===== config.mk =====
export PLATFORM = sky130hd
export DESIGN_NAME = mem_ctrl
export DESIGN_NICKNAME = d
export VERILOG_FILES = /design/src/rtl/mem_ctrl.sv
export SDC_FILE = /design/constraint.sdc
export NUM_CORES = 1
export LEC_CHECK = 0
export CAP_MARGIN = 10
export CORE_MARGIN = 4
export CORE_UTILIZATION = 30
export CTS_CLUSTER_DIAMETER = 120
export DETAILED_ROUTE_END_ITERATION = 16
export GPL_TIMING_DRIVEN = 0
export PLACE_DENSITY = 0.49
export SKIP_CTS_REPAIR_TIMING = 1
export SLEW_MARGIN = 5
export SYNTH_ARGS = -nofsm -noshare
export SYNTH_HDL_FRONTEND = slang
export SYNTH_SLANG_ARGS = --single-unit

===== constraint.sdc =====
create_clock -name clk -period 10.8 [get_ports clk]
set_input_delay 2.16 -clock clk [delete_from_list [all_inputs] [get_ports clk]]
set_output_delay 2.16 -clock clk [all_outputs]
set_load 0.1 [all_outputs]

===== src/rtl/mem_ctrl.sv =====
// Byte-serial RAM port arbiter for fetcher, LSB loads and ROB stores.
// Requests are latched into per-requester slots and serviced one at a time, store > load > fetch.
module mem_ctrl #(
  parameter logic [1:0] IO_REGION = 2'b11
) (
  input  logic        clk,
  input  logic        rst,
  input  logic        rdy,
  input  logic        in_fetcher_flag,
  input  logic [31:0] in_fetcher_addr,
  output logic        out_fetcher_flag,
  output logic [31:0] out_fetcher_data,
  input  logic        in_lsb_flag,
  input  logic [5:0]  in_lsb_size,
  input  logic        in_lsb_signed,
  input  logic [31:0] in_lsb_addr,
  output logic        out_lsb_flag,
  output logic [31:0] out_lsb_data,
  input  logic        in_rob_flag,
  input  logic [5:0]  in_rob_size,
  input  logic [31:0] in_rob_addr,
  input  logic [31:0] in_rob_data,
  output logic        out_rob_flag,
  input  logic        in_rob_xbp,
  input  logic [7:0]  mem_din,
  output logic [7:0]  mem_dout,
  output logic [31:0] mem_a,
  output logic        mem_wr,
  input  logic        io_buffer_full
);

  localparam int unsigned XLEN   = 32;
  localparam int unsigned SIZE_W = 6;
  localparam int unsigned CNT_W  = 3;
  localparam int unsigned BYTE_W = 8;

  typedef enum logic [1:0] {IDLE, READ, WRITE} state_t;

  typedef struct packed {
    logic [XLEN-1:0]  addr;
    logic [CNT_W-1:0] n;
    logic             sgn;
    logic [XLEN-1:0]  data;
  } req_t;

  state_t           state;
  req_t             fetch_pend, lsb_pend, rob_pend, act;
  logic             fetch_vld, lsb_vld, rob_vld;
  logic             act_is_fetch;
  logic [CNT_W-1:0] cnt;
  logic [23:0]      rd_buf;

  logic             store_ok_c;
  logic             read_done_c;
  logic [XLEN-1:0]  load_word_c;

  function automatic logic [CNT_W-1:0] size_to_n(input logic [SIZE_W-1:0] s);
    case (s)
      6'd1:    size_to_n = 3'd1;
      6'd2:    size_to_n = 3'd2;
      default: size_to_n = 3'd4;
    endcase
  endfunction

  function automatic logic [BYTE_W-1:0] byte_sel(input logic [XLEN-1:0] w,
                                                 input logic [CNT_W-1:0] k);
    case (k[1:0])
      2'd0:    byte_sel = w[7:0];
      2'd1:    byte_sel = w[15:8];
      2'd2:    byte_sel = w[23:16];
      default: byte_sel = w[31:24];
    endcase
  endfunction

  // IO stores wait while the IO output buffer is full; lower priorities may pass them
  assign store_ok_c  = rob_vld && !((rob_pend.addr[17:16] == IO_REGION) && io_buffer_full);
  assign read_done_c = (cnt == act.n + 3'd1);

  // Final byte arrives on mem_din in the done cycle, so it bypasses rd_buf
  always_comb begin
    load_word_c = {mem_din, rd_buf};
    case (act.n)
      3'd1:    load_word_c = {{24{act.sgn & mem_din[7]}}, mem_din};
      3'd2:    load_word_c = {{16{act.sgn & mem_din[7]}}, mem_din, rd_buf[7:0]};
      default: ;
    endcase
  end

  always_ff @(posedge clk or posedge rst) begin
    if (rst) begin
      state            <= IDLE;
      fetch_pend       <= '0;
      lsb_pend         <= '0;
      rob_pend         <= '0;
      act              <= '0;
      fetch_vld        <= 1'b0;
      lsb_vld          <= 1'b0;
      rob_vld          <= 1'b0;
      act_is_fetch     <= 1'b0;
      cnt              <= '0;
      rd_buf           <= '0;
      mem_a            <= '0;
      mem_dout         <= '0;
      mem_wr           <= 1'b0;
      out_fetcher_flag <= 1'b0;
      out_fetcher_data <= '0;
      out_lsb_flag     <= 1'b0;
      out_lsb_data     <= '0;
      out_rob_flag     <= 1'b0;
    end else if (rdy) begin
      out_fetcher_flag <= 1'b0;
      out_lsb_flag     <= 1'b0;
      out_rob_flag     <= 1'b0;

      case (state)
        IDLE: begin
          mem_wr <= 1'b0;
          mem_a  <= '0;
          cnt    <= '0;
          if (store_ok_c) begin
            act     <= rob_pend;
            rob_vld <= 1'b0;
            state   <= WRITE;
          end else if (!in_rob_xbp && lsb_vld) begin
            act          <= lsb_pend;
            act_is_fetch <= 1'b0;
            lsb_vld      <= 1'b0;
            state        <= READ;
          end else if (!in_rob_xbp && fetch_vld) begin
            act          <= fetch_pend;
            act_is_fetch <= 1'b1;
            fetch_vld    <= 1'b0;
            state        <= READ;
          end
        end

        READ: begin
          if (in_rob_xbp) begin
            state <= IDLE;
            mem_a <= '0;
          end else begin
            cnt   <= cnt + 3'd1;
            mem_a <= (cnt < act.n) ? act.addr + XLEN'(cnt) : '0;
            case (cnt)
              3'd2:    rd_buf[7:0]   <= mem_din;
              3'd3:    rd_buf[15:8]  <= mem_din;
              3'd4:    rd_buf[23:16] <= mem_din;
              default: ;
            endcase
            if (read_done_c) begin
              state <= IDLE;
              if (act_is_fetch) begin
                out_fetcher_flag <= 1'b1;
                out_fetcher_data <= load_word_c;
              end else begin
                out_lsb_flag <= 1'b1;
                out_lsb_data <= load_word_c;
              end
            end
          end
        end

        WRITE: begin
          if (cnt < act.n) begin
            mem_wr   <= 1'b1;
            mem_a    <= act.addr + XLEN'(cnt);
            mem_dout <= byte_sel(act.data, cnt);
            cnt      <= cnt + 3'd1;
          end else begin
            mem_wr       <= 1'b0;
            mem_a        <= '0;
            out_rob_flag <= 1'b1;
            state        <= IDLE;
          end
        end

        default: state <= IDLE;
      endcase

      // Flush drops speculative requests; committed stores survive
      if (in_rob_xbp) begin
        fetch_vld <= 1'b0;
        lsb_vld   <= 1'b0;
      end

      // New requests land last so a pulse coinciding with a grant is never lost
      if (in_fetcher_flag && !in_rob_xbp) begin
        fetch_vld  <= 1'b1;
        fetch_pend <= '{addr: in_fetcher_addr, n: 3'd4, sgn: 1'b0, data: '0};
      end
      if (in_lsb_flag && !in_rob_xbp) begin
        lsb_vld  <= 1'b1;
        lsb_pend <= '{addr: in_lsb_addr, n: size_to_n(in_lsb_size),
                      sgn: in_lsb_signed, data: '0};
      end
      if (in_rob_flag) begin
        rob_vld  <= 1'b1;
        rob_pend <= '{addr: in_rob_addr, n: size_to_n(in_rob_size),
                      sgn: 1'b0, data: in_rob_data};
      end
    end
  end

endmodule


==> PnR_summary.wiki <==
{| class="wikitable"
! Metric !! Value
|-
| Arrival @ worst endpoint || 4750 ps
|-
| Starting density of the core || 30.5%
|-
| Width of the die || 232 µm
|-
| Fraction of registers with async set/reset || 100%
|-
| Register clock-pin slew on the reported worst setup and hold paths || 60 ps
|-
| Overall global routing resource usage || 16.2%
|-
| DIE HEIGHT || 232 µm
|-
| Final Hold Violating Endpoints || 0
|-
| Synth Cell Area || 15000 µm²
|-
| Required time at the endpoint of the critical path || 11220 ps
|-
| Fmax || 231 MHz
|-
| Sum of overflow across all layers after global routing || 0
|-
| Prevailing post-synth register cell || dfrtp_1
|-
| IO Pins || 265
|-
| Final Max Tran Viols || 0
|-
| Fin crit share || 40.1%
|-
| Maximum root-to-sink buffer count || 3
|-
| Maximum ir drop on the vdd rail || 0.101 mV
|-
| Area growth from synthesis to layout || 33.6%
|-
| Worst-Skew Late Latency || 550 ps
|-
| Num CTS Buffers || 41
|-
| Unrepaired setup endpoints after global routing || false
|-
| Largest net degree at the start of global routing || 41
|-
| Post-placement cell count || 2187
|-
| Via total after detailed routing || 10600
|-
| Wire length per cell after detailed routing || 19.3 µm
|-
| Filler instances || 4725
|-
| Fraction of the yosys area taken by sequential cells || 57.5%
|-
| First-iteration detailed-routing DRC count || 517
|-
| Cells taking the most area after synthesis || dfrtp_1 58%, mux2_2 17%, nand2_1 4.2%
|-
| Number of standard cells after synthesis || 1249
|-
| Global-route wire length before repair || 67300 µm
|-
| Via count of the first global-routing pass || 11200
|-
| Number of nets with antenna violations after routing || 0
|-
| Synth Register Bits || 345
|-
| Leak pwr || 8.89 nW
|-
| Critical path start-end classification || in2reg
|-
| Routed wire length || 43700 µm
|-
| First-pass detailed-route iteration total || 6
|-
| Transition time at the pin with the least slew margin || 1070 ps
|-
| Port buffer count || 264
|-
| Outcome || complete, no violations
|-
| Synth cell types || 55
|-
| Site Rows || 81
|-
| Net Count, Synth || 1425
|-
| DR DRC count || 0
|-
| Weighted congestion at the end of routability-driven global placement || 0.822
|-
| Peak fanout along the critical path || 10
|-
| Number of warnings reported in the yosys synthesis log || 0
|-
| Root Buffer || clkbuf_16
|-
| Pwr Density || 254 nW/µm²
|-
| Via count normalized by instance count || 4.67
|-
| Cell taking the most area after synthesis || dfrtp_1
|-
| Clock Skew || 14.4 ps
|-
| Maximum Capacitance Violations || 0
|-
| # clock sinks || 345
|-
| Non-filler instance count after layout || 2264
|-
| Core area || 49200 µm²
|-
| Initial antenna violation count || 2
|-
| Startpoint kind of the worst setup timing path || input pin
|-
| Number of enable flip-flop cells after synthesis || 0
|-
| Total area of multi-input combinational cells || 6000 µm²
|-
| Worst rel slew slack || 28.2%
|-
| Sequential cell area || 8630 µm²
|-
| Type of destination of the critical path || flip-flop
|-
| Total Negative Setup Slacks || 0 ps
|-
| Min Tclk post-route || 4330 ps
|-
| Average instance area after synthesis || 12.0 µm²
|-
| HPWL Detailed || 33800 µm
|-
| Die area || 53700 µm²
|-
| NumNets Final || 1742
|-
| Share of post-route cells with drive strength above 1 || 19.8%
|-
| Worst hold-check path type || reg2reg
|-
| Total number of H-tree levels || 2
|-
| Total setup violations reported at the end of the flow || 0
|-
| TritonCTS clock tree || built
|-
| Synth top area share || 57.5%
|}
## through the flow
stage / util (%) / total power [mW] / worst slack, ps / hold slack, ps / cell area (µm²)
after CTS: 40.8 / 5.17 / 6470 / 472 / 20000
after floorplan: - / 3.15 / 4020 / 434 / 15000
after global placement: 37.6 / 3.72 / 1360 / 454 / 18500
final: 40.8 / 5.09 / 6470 / 473 / 20000
after detailed placement: 38.0 / 3.75 / 5880 / 459 / 18700
after global routing: 40.8 / 5.38 / 6320 / 495 / 20000
## cells by family (layout without fill, tap and decap cells)
kind of cell	count (synthesis)	in the layout	share of synthesized area [%]
other	0	3	0
and+or+nand+nor	285	285	8.40
xor gates and xnor gates	30	30	1.85
buffers and inverters	92	440	2.47
DFF	345	345	57.5
adders and majority gates	19	19	1.63
AOI/OAI and AO/OA	215	215	8.71
muxes	263	263	19.4
## where the power goes
group	switching (mW)	total (mW)	internal, mW
clock network	0.547	1.39	0.839
logic	1.27	1.88	0.611
registers	0.219	1.83	1.61
total	2.03	5.09	3.06
## cell usage in the layout (no fill, tap or decap), types with 20 or more instances in the layout
master             n
mux2_2           222
nand2_1          166
clkdlybuf4s50_1  264
a21oi_1           40
mux2i_1           39
clkbuf_1          59
inv_1             20
o21ai_0          114
clkbuf_16         43
dfrtp_1          345
nor2_1            44
## sequential cells by signal, summed over array words and instances, names as in the netlist
register / count
rd_buf: 24
mem_a: 32
mem_wr: 1
act: 68
out_fetcher_flag: 1
cnt: 3
mem_dout: 8
fetch_pend: 33
out_fetcher_data: 32
rob_vld: 1
out_lsb_data: 32
out_rob_flag: 1
rob_pend: 67
fetch_vld: 1
lsb_pend: 36
out_lsb_flag: 1
lsb_vld: 1
state: 2
act_is_fetch: 1
## final timing paths
kind | cells past startpoint | end | start | slack, ps
setup / recovery | 8 | act[33] | rdy | 6470
hold / removal | 1 | fetch_pend[35] | fetch_pend[35] | 470
setup reg to reg | 7 | mem_a[30] | cnt[1] | 8070
hold reg to reg | 1 | fetch_pend[35] | fetch_pend[35] | 470
max in group asynchronous | 6 | act[21] | rst | 7650
min in group asynchronous | 2 | mem_a[18] | rst | 1910
## critical path, cell delays in order
cell and delay [ps]:
clkdlybuf4s50_1 600, nor2b_1 410, nand3b_1 360, nor2b_1 240, clkbuf_1 250, clkbuf_1 300, a211oi_1 340, a21oi_1 70
## synth_stat cells (all sizes together), types with 2 or more instances
| cell | instances |
|---|---|
| nand4 | 14 |
| a222oi | 8 |
| mux2i | 39 |
| or4 | 2 |
| a22o | 9 |
| a21boi | 2 |
| a21o | 18 |
| xor2 | 18 |
| nand2 | 166 |
| ha | 18 |
| buf | 23 |
| nor2 | 45 |
| xnor2 | 11 |
| o21ai | 115 |
| and3 | 8 |
| inv | 21 |
| nand2b | 10 |
| nor4 | 2 |
| nor3b | 2 |
| clkbuf | 48 |
| nand3 | 14 |
| o31ai | 2 |
| a211oi | 2 |
| mux2 | 224 |
| a221o | 7 |
| a21oi | 40 |
| and4 | 2 |
| and2 | 2 |
| a32o | 2 |
| dfrtp | 345 |
| nor3 | 6 |
| nor2b | 9 |
## routing by layer
| metal | routed length (µm) | vias to the layer above | GRT usage [%] | share of wire (%) |
|---|---|---|---|---|
| li1 | - | 5030 | - | - |
| met2 | 19700 | 250 | 25.1 | 45 |
| met3 | 2050 | 57 | 2.90 | 4.7 |
| met5 | 0 | - | 0 | 0 |
| met4 | 996 | 0 | 4.99 | 2.3 |
| met1 | 21000 | 5231 | 23.1 | 48 |
## layout make-up
cell class / instances / share of cell area, %
inverter: 21 / 0.412
multi-input combinational: 812 / 29.9
clock buffer: 63 / 6.19
buffer: 71 / 1.45
clock inverter: 11 / 0.574
sequential: 345 / 43.1
timing repair buffer: 274 / 14.2
tap: 664 / 4.14
antenna: 3 / 0.0374
Power figures use the tool's default switching activity.
